`config.mk`:
```
export PLATFORM = sky130hd
export DESIGN_NAME = tournament_issue_ctrl_flat
export DESIGN_NICKNAME = d
export VERILOG_FILES = /design/src/rtl/tournament_issue_ctrl_if.sv /design/src/rtl/tournament_issue_ctrl.sv /design/src/flat_wrapper.sv
export SDC_FILE = /design/constraint.sdc
export NUM_CORES = 1
export LEC_CHECK = 0
export CAP_MARGIN = 10
export CORE_MARGIN = 1
export CORE_UTILIZATION = 51
export CTS_CLUSTER_SIZE = 40
export DETAILED_ROUTE_END_ITERATION = 6
export PLACE_DENSITY_LB_ADDON = 0.05
export RECOVER_POWER = 50
export SYNTH_ARGS = -nofsm -noshare
export SYNTH_HDL_FRONTEND = slang
export SYNTH_SLANG_ARGS = --single-unit
```
`constraint.sdc`:
```
create_clock -name clock -period 4.15 [get_ports clock]
set_clock_uncertainty 0.1 [all_clocks]
set_input_delay 0.83 -clock clock [delete_from_list [all_inputs] [get_ports clock]]
set_output_delay 0.83 -clock clock [all_outputs]
set_load 0.05 [all_outputs]
```
`src/rtl/tournament_issue_ctrl_if.sv`:
```
// Bundle of request, tournament and grant signals between the issue stage
// and its environment (units, tournament, grant consumer).
interface tournament_issue_ctrl_if #(
    parameter int NUM_UNITS = 16,
    parameter int WIDTH_VAL = 8,
    parameter int WIDTH_IDX = (NUM_UNITS > 1) ? $clog2(NUM_UNITS) : 1
);
    logic [NUM_UNITS-1:0]                I_Req;
    logic [NUM_UNITS-1:0][WIDTH_VAL-1:0] I_Value;
    logic [NUM_UNITS-1:0]                O_Ready;
    logic [NUM_UNITS-1:0][WIDTH_VAL:0]   O_Entry;
    logic [NUM_UNITS-1:0]                I_Win_Valid;
    logic [WIDTH_VAL:0]                  I_Win_Entry;
    logic                                O_Grant_Valid;
    logic [WIDTH_IDX-1:0]                O_Grant_Index;
    logic [WIDTH_VAL-1:0]                O_Grant_Value;
    logic                                I_Grant_Ready;
    logic                                O_Err;

    modport slave (
        input  I_Req, I_Value, I_Win_Valid, I_Win_Entry, I_Grant_Ready,
        output O_Ready, O_Entry, O_Grant_Valid, O_Grant_Index, O_Grant_Value, O_Err
    );

    modport master (
        output I_Req, I_Value, I_Win_Valid, I_Win_Entry, I_Grant_Ready,
        input  O_Ready, O_Entry, O_Grant_Valid, O_Grant_Index, O_Grant_Value, O_Err
    );
endinterface

```
`src/rtl/tournament_issue_ctrl.sv`:
```
// Request-holding and grant-issue stage around a combinational largest-value
// tournament: holds one request per unit, ages pending slots, issues one grant at a time.
module tournament_issue_ctrl #(
    parameter int NUM_UNITS  = 16,
    parameter int WIDTH_VAL  = 8,
    parameter int AGE_PERIOD = 64,
    parameter int WIDTH_IDX  = (NUM_UNITS > 1) ? $clog2(NUM_UNITS) : 1
) (
    input  logic                    clock,
    input  logic                    reset,
    tournament_issue_ctrl_if.slave  bus
);
    typedef enum logic [1:0] {IDLE, SELECT, ISSUE} state_t;

    localparam int AGE_W = (AGE_PERIOD > 1) ? $clog2(AGE_PERIOD) : 1;

    state_t                              state_reg, state_next;
    logic [NUM_UNITS-1:0]                pending_reg, pending_next;
    logic [NUM_UNITS-1:0][WIDTH_VAL-1:0] value_reg, value_next;
    logic                                grant_valid_reg, grant_valid_next;
    logic [WIDTH_IDX-1:0]                grant_idx_reg, grant_idx_next;
    logic [WIDTH_VAL-1:0]                grant_val_reg, grant_val_next;
    logic                                err_reg, err_next;

    logic [NUM_UNITS-1:0] cand;
    logic [NUM_UNITS-1:0] load;
    logic [WIDTH_IDX-1:0] win_idx;
    logic                 win_found;
    logic                 sel_fire;
    logic                 age_tick;

    // Aging tick generator; AGE_PERIOD of 0 removes the counter entirely.
    generate
        if (AGE_PERIOD == 0) begin : g_no_age
            assign age_tick = 1'b0;
        end else begin : g_age
            logic [AGE_W-1:0] age_cnt_reg;
            always_ff @(posedge clock or negedge reset) begin
                if (!reset)
                    age_cnt_reg <= '0;
                else if (age_cnt_reg == AGE_W'(AGE_PERIOD - 1))
                    age_cnt_reg <= '0;
                else
                    age_cnt_reg <= age_cnt_reg + 1'b1;
            end
            assign age_tick = (age_cnt_reg == AGE_W'(AGE_PERIOD - 1));
        end
    endgenerate

    // Tie-break: lowest index among flagged slots that are actually pending.
    assign cand      = bus.I_Win_Valid & pending_reg;
    assign win_found = |cand;
    assign sel_fire  = (state_reg == SELECT) && win_found;
    assign load      = bus.I_Req & ~pending_reg;

    always_comb begin
        win_idx = '0;
        for (int i = NUM_UNITS - 1; i >= 0; i--) begin
            if (cand[i])
                win_idx = WIDTH_IDX'(i);
        end
    end

    // Clear beats aging; a cleared slot also drops its value so empty entries read as zero.
    generate
        for (genvar gi = 0; gi < NUM_UNITS; gi++) begin : g_slot
            logic clr;
            logic age_inc;
            assign clr     = sel_fire && (win_idx == WIDTH_IDX'(gi));
            assign age_inc = age_tick && pending_reg[gi] && (value_reg[gi] != {WIDTH_VAL{1'b1}});
            assign pending_next[gi] = clr ? 1'b0 : (load[gi] ? 1'b1 : pending_reg[gi]);
            assign value_next[gi]   = clr      ? '0 :
                                      load[gi] ? bus.I_Value[gi] :
                                      age_inc  ? value_reg[gi] + 1'b1 :
                                                 value_reg[gi];
            assign bus.O_Entry[gi]  = {pending_reg[gi], value_reg[gi]};
        end
    endgenerate

    always_comb begin
        state_next       = state_reg;
        grant_valid_next = grant_valid_reg;
        grant_idx_next   = grant_idx_reg;
        grant_val_next   = grant_val_reg;
        err_next         = err_reg;
        case (state_reg)
            IDLE: begin
                if (|pending_reg)
                    state_next = SELECT;
            end
            SELECT: begin
                if (win_found) begin
                    grant_valid_next = 1'b1;
                    grant_idx_next   = win_idx;
                    grant_val_next   = value_reg[win_idx];
                    state_next       = ISSUE;
                end else begin
                    err_next   = 1'b1;
                    state_next = IDLE;
                end
            end
            ISSUE: begin
                if (bus.I_Grant_Ready) begin
                    grant_valid_next = 1'b0;
                    state_next       = ((|pending_reg) || (|load)) ? SELECT : IDLE;
                end
            end
            default: state_next = IDLE;
        endcase
    end

    always_ff @(posedge clock or negedge reset) begin
        if (!reset) begin
            state_reg       <= IDLE;
            pending_reg     <= '0;
            value_reg       <= '0;
            grant_valid_reg <= 1'b0;
            grant_idx_reg   <= '0;
            grant_val_reg   <= '0;
            err_reg         <= 1'b0;
        end else begin
            state_reg       <= state_next;
            pending_reg     <= pending_next;
            value_reg       <= value_next;
            grant_valid_reg <= grant_valid_next;
            grant_idx_reg   <= grant_idx_next;
            grant_val_reg   <= grant_val_next;
            err_reg         <= err_next;
        end
    end

    assign bus.O_Ready       = ~pending_reg;
    assign bus.O_Grant_Valid = grant_valid_reg;
    assign bus.O_Grant_Index = grant_idx_reg;
    assign bus.O_Grant_Value = grant_val_reg;
    assign bus.O_Err         = err_reg;
endmodule
```
`src/flat_wrapper.sv`:
```
// flat-port wrapper written by rule: the top's interface ports become plain ports
module tournament_issue_ctrl_flat 
#(
    parameter int NUM_UNITS  = 16,
    parameter int WIDTH_VAL  = 8,
    parameter int AGE_PERIOD = 64,
    parameter int WIDTH_IDX  = (NUM_UNITS > 1) ? $clog2(NUM_UNITS) : 1
)
  (clock, reset, bus_I_Req, bus_I_Value, bus_I_Win_Valid, bus_I_Win_Entry, bus_I_Grant_Ready, bus_O_Ready, bus_O_Entry, bus_O_Grant_Valid, bus_O_Grant_Index, bus_O_Grant_Value, bus_O_Err);
  tournament_issue_ctrl_if #(.NUM_UNITS(NUM_UNITS), .WIDTH_VAL(WIDTH_VAL), .WIDTH_IDX(WIDTH_IDX)) bus_i ();
  input  logic clock;
  input  logic reset;
  input wire logic [$bits(bus_i.I_Req)-1:0] bus_I_Req;
  input wire logic [$bits(bus_i.I_Value)-1:0] bus_I_Value;
  input wire logic [$bits(bus_i.I_Win_Valid)-1:0] bus_I_Win_Valid;
  input wire logic [$bits(bus_i.I_Win_Entry)-1:0] bus_I_Win_Entry;
  input wire logic [$bits(bus_i.I_Grant_Ready)-1:0] bus_I_Grant_Ready;
  output wire logic [$bits(bus_i.O_Ready)-1:0] bus_O_Ready;
  output wire logic [$bits(bus_i.O_Entry)-1:0] bus_O_Entry;
  output wire logic [$bits(bus_i.O_Grant_Valid)-1:0] bus_O_Grant_Valid;
  output wire logic [$bits(bus_i.O_Grant_Index)-1:0] bus_O_Grant_Index;
  output wire logic [$bits(bus_i.O_Grant_Value)-1:0] bus_O_Grant_Value;
  output wire logic [$bits(bus_i.O_Err)-1:0] bus_O_Err;
  assign bus_i.I_Req = bus_I_Req;
  assign bus_i.I_Value = bus_I_Value;
  assign bus_i.I_Win_Valid = bus_I_Win_Valid;
  assign bus_i.I_Win_Entry = bus_I_Win_Entry;
  assign bus_i.I_Grant_Ready = bus_I_Grant_Ready;
  assign bus_O_Ready = bus_i.O_Ready;
  assign bus_O_Entry = bus_i.O_Entry;
  assign bus_O_Grant_Valid = bus_i.O_Grant_Valid;
  assign bus_O_Grant_Index = bus_i.O_Grant_Index;
  assign bus_O_Grant_Value = bus_i.O_Grant_Value;
  assign bus_O_Err = bus_i.O_Err;
  tournament_issue_ctrl #(.NUM_UNITS(NUM_UNITS), .WIDTH_VAL(WIDTH_VAL), .AGE_PERIOD(AGE_PERIOD), .WIDTH_IDX(WIDTH_IDX)) u_core (.clock(clock), .reset(reset), .bus(bus_i));
endmodule
```
==> run summary <==
The region available for standard cell placement spans 20400 um^2. The peak ir drop on the vdd network is slightly below 0.3 mV. The number of global-route vias before repair came out at 11428. The die footprint is 21600 um^2.

STA classifies the critical path startpoint as an input port. In this run, post-CTS hold repair placed 0 buffers. The worst flop-to-flop path startpoint is u_core.pending_reg[7].

The number of warnings issued by yosys came out at 0. In this run the core area contains 52 standard-cell rows. TritonCTS built the clock tree. The clock transition time at the flip-flop clock pins of the worst setup and hold paths came out at 0.07 ns. The highest metal layer carrying signal wires in the routed design is met5. Summed over all layers, the routed wires come to 40.9 mm. The vertical die dimension is ~150 um. The number of buffers created by CTS is 17. The remaining routing DRC violations is 0. The clock sink total is 166. The layout net count came out at 1862. The final count of hold timing violations came out at 0.

Clock tree synthesis selected as its root buffer the cell sky130_fd_sc_hd__clkbuf_16. The checks that failed: capacitance limit, slew limit. The number of flip-flops in the largest register is between 100 and 150. The worst reg-to-reg path cell count is 9. The run finished, with violations left. The critical path required time is approximately 4.4 ns. The number of synthesized register bits is 166. Max-cap violations in this run came to 3. The final period demand of the worst path came out at 3.56 ns. The number of instances resized during post-cts repair came out at 0. Setup repair after global routing left no endpoint under its margin. The post-synthesis instance area came out at between 10000 and 15000 um^2.

With fillers left out, the area of the finished cells amounts to between 10000 and 15000 um^2. The mean instance size in the synthesized netlist came out at 7.93 um^2. Summed over all nets, wire length on met3 after detailed routing comes to 4.79 mm. The path class of the tightest hold or removal check is in -> async. The congestion estimate from routability-driven global placement came to ~1.0. The layout cell share with drive strength beyond 1 came out at 5.04%. After synthesis, the share of flip-flops with an asynchronous set or reset is 100%. The setup path with the least slack is of type in -> reg. Setup total negative slack on the finished layout was measured at 0 ns.

The layout overhead on the synthesized area came out at 39.5%. The I/O pin count is 346. The arrival time of data at the critical path endpoint came out at 3.77 ns. The sequential area share after synthesis came out at slightly below 40%. The share of the cycle needed by the critical path after routing is a little under nine tenths.

The remaining max-slew budget at the tightest pin came out at -40.0%. The global-route total usage across every layer is ~38%. The biggest fanout along the worst timing path came out at 5. The die is 147 um wide. For this run, the top clock speed supported by timing is approximately 0.28 GHz.

The type of element capturing the critical path is a register. The detailed-routing wirelength on met1 is between 15 and 20 mm. The total length of routed met2 wires is 18.9 mm. Setup violations remaining at the end of the flow were counted as 0. For this design the static power due to leakage is 6.00 nW. The buffer depth of the longest clock path came out at 2. The number of enable flip-flop cells after synthesis is 0.

The synthesized instance count came out at about 1400. Summing over every cut layer, the via total after detailed routing is 12186. The total of buffers placed on input and output ports is between 300 and 400. The residual overflow from global routing came out at 0. The average vias per placed instance is 6.23.

The number of levels in the clock H-tree is 4. The number of nets with antenna violations after detailed routing came out at 0. Summing all placed instances gives a cell area of 14400 um^2. The number of different library cells in the post-synthesis netlist is between 50 and 60. The maximum number of pins on one net before global-route repair came out at 65. The net count after synthesis came out at 1540. The endpoint of the lowest-slack register-to-register path is u_core.bus.O_Grant_Value[5]. The detailed placement HPWL is 30.9 mm. The first-pass GRT wire length is 63.2 mm. The dominant register cell in the synthesized netlist is sky130_fd_sc_hd__dfrtp_1. The max-slew violation total from the final report came to 108. The average detailed-routed wire length per instance is roughly 21 um.

The slew of the pin with the lowest slew margin came out at roughly 2.1 ns. The number of optimization iterations in the first detailed-route pass came out at 6. The clock insertion delay at the later pin of the skew report came out at about 0.44 ns. The reg2reg setup slack came out at 0.99 ns. Once the floorplan was initialized, standard cells occupied 52.4% of the core.

The number of antenna diodes came out at 0. The iteration-0 DRC count of the detailed router came out at 1312. Dividing total power by cell area gives a power density of 567 nW/um^2. The initial antenna violation count is 2.

The post-CTS setup repair buffer count came out at 0.
Yosys cell counts, types with 4 or more instances:
cell | n | area [um^2]
sky130_fd_sc_hd__a211oi_1 | 44 | 330
sky130_fd_sc_hd__a21oi_1 | 122 | 611
sky130_fd_sc_hd__a222oi_1 | 6 | 60.1
sky130_fd_sc_hd__a22o_1 | 12 | 105
sky130_fd_sc_hd__a22oi_1 | 66 | 495
sky130_fd_sc_hd__a31o_2 | 12 | 105
sky130_fd_sc_hd__a31oi_1 | 34 | 213
sky130_fd_sc_hd__a32oi_1 | 4 | 35.0
sky130_fd_sc_hd__and2_1 | 4 | 25.0
sky130_fd_sc_hd__and3_1 | 56 | 350
sky130_fd_sc_hd__buf_2 | 8 | 40.0
sky130_fd_sc_hd__clkbuf_1 | 60 | 225
sky130_fd_sc_hd__dfrtp_1 | 166 | 4150
sky130_fd_sc_hd__ha_1 | 17 | 213
sky130_fd_sc_hd__inv_1 | 21 | 78.8
sky130_fd_sc_hd__mux2i_1 | 35 | 350
sky130_fd_sc_hd__nand2_1 | 106 | 398
sky130_fd_sc_hd__nand3_1 | 44 | 220
sky130_fd_sc_hd__nand4_1 | 8 | 50.1
sky130_fd_sc_hd__nor2_1 | 285 | 1070
sky130_fd_sc_hd__nor2b_1 | 20 | 125
sky130_fd_sc_hd__nor3_1 | 16 | 80.1
sky130_fd_sc_hd__nor3b_1 | 12 | 90.1
sky130_fd_sc_hd__nor4_1 | 7 | 43.8
sky130_fd_sc_hd__o211ai_1 | 5 | 37.5
sky130_fd_sc_hd__o21ai_0 | 85 | 425
sky130_fd_sc_hd__o22ai_1 | 11 | 68.8
sky130_fd_sc_hd__o31ai_1 | 15 | 113
sky130_fd_sc_hd__xnor2_1 | 9 | 78.8
sky130_fd_sc_hd__xor2_1 | 20 | 175
critical path, cell delays in order:
cell	delay (ns)
sky130_fd_sc_hd__dlygate4sd3_1	0.65
sky130_fd_sc_hd__a22oi_1	0.36
sky130_fd_sc_hd__o211ai_1	0.18
sky130_fd_sc_hd__nand3_1	0.23
sky130_fd_sc_hd__nor2_1	0.09
sky130_fd_sc_hd__a21oi_1	0.38
sky130_fd_sc_hd__nor2_1	0.17
sky130_fd_sc_hd__a22o_1	0.32
sky130_fd_sc_hd__a2111oi_0	0.42
sky130_fd_sc_hd__a31oi_1	0.14
cells by family after synthesis:
kind of cell	count (synthesis)	synth area share, %
xor+xnor	29	2.37
simple gates	569	23.6
compound gates	440	26.2
fa+ha+maj	17	1.99
mux	36	3.41
flops	166	38.8
buf+inv	94	3.61
routing by layer:
layer | up-vias | track usage, %
met5 | - | 0
met4 | 2 | 17.7
met3 | 120 | 11.3
met2 | 778 | 59.1
met1 | 5705 | 48.6
li1 | 5581 | -
metrics by stage:
| stage | setup WS, ns | total power (W) | util, % | hold WS [ns] | std cells |
|---|---|---|---|---|---|
| floorplan | 1.20 | 0.00526 | - | 0.345 | 1351 |
| global placement | 0.462 | 0.00691 | 70.5 | 0.339 | 1924 |
| detailed placement | 0.386 | 0.00698 | 70.5 | 0.361 | 1924 |
| CTS | 0.821 | 0.00852 | 73.2 | 0.305 | 1955 |
| global route | 0.522 | 0.00882 | 73.1 | 0.320 | 1955 |
| finish | 0.586 | 0.00848 | 73.1 | 0.270 | 1955 |
how the worst max path moves through the flow:
stage                        startpoint                     endpoint  slack (ns)
floorplan           bus_I_Win_Valid[14]  u_core.bus.O_Grant_Value[3]        1.20
global placement    bus_I_Win_Valid[11]  u_core.bus.O_Grant_Value[3]        0.46
detailed placement   bus_I_Win_Valid[7]       u_core.bus.O_Entry[81]        0.39
CTS                  bus_I_Win_Valid[7]  u_core.bus.O_Grant_Value[4]        0.82
global route         bus_I_Win_Valid[7]  u_core.bus.O_Grant_Value[2]        0.52
finish               bus_I_Win_Valid[7]  u_core.bus.O_Grant_Value[5]        0.59
layout make-up:
class	instances	area [um^2]
Clock buffer	18	429
Clock inverter	13	123
Fill cell	1693	5490
Inverter	21	78.8
Multi-Input combinational cell	1091	6170
Sequential cell	166	4150
Tap cell	270	338
Timing Repair Buffer	376	3650
power by group:
| group | leakage, nW | internal [W] | switching (W) | total (W) |
|---|---|---|---|---|
| Sequential | 2.00 | 0.00203 | 0.000734 | 0.00276 |
| Combinational | 3.73 | 0.00146 | 0.00271 | 0.00417 |
| Clock | 0.260 | 0.000830 | 0.000715 | 0.00155 |
| Total | 6.00 | 0.00432 | 0.00416 | 0.00848 |
cell usage in the layout (no fill, tap or decap), drive strengths merged, types with 6 or more instances in the layout:
cell type and n:
a211oi 44, nor2 287, nor4 7, nand4 8
ha 17, a31o 13, o31ai 15, o22ai 11
nor3b 12, xor2 20, nor3 16, dlygate4sd3 74
a31oi 34, and3 56, xnor2 9, a22o 12
mux2i 35, a22oi 69, nor2b 20, buf 36
a21oi 123, a222oi 6, dfrtp 166, clkbuf 23
nand2 106, inv 26, o21ai 87, clkdlybuf4s50 261
nand3 44
Power figures use the tool's default switching activity.
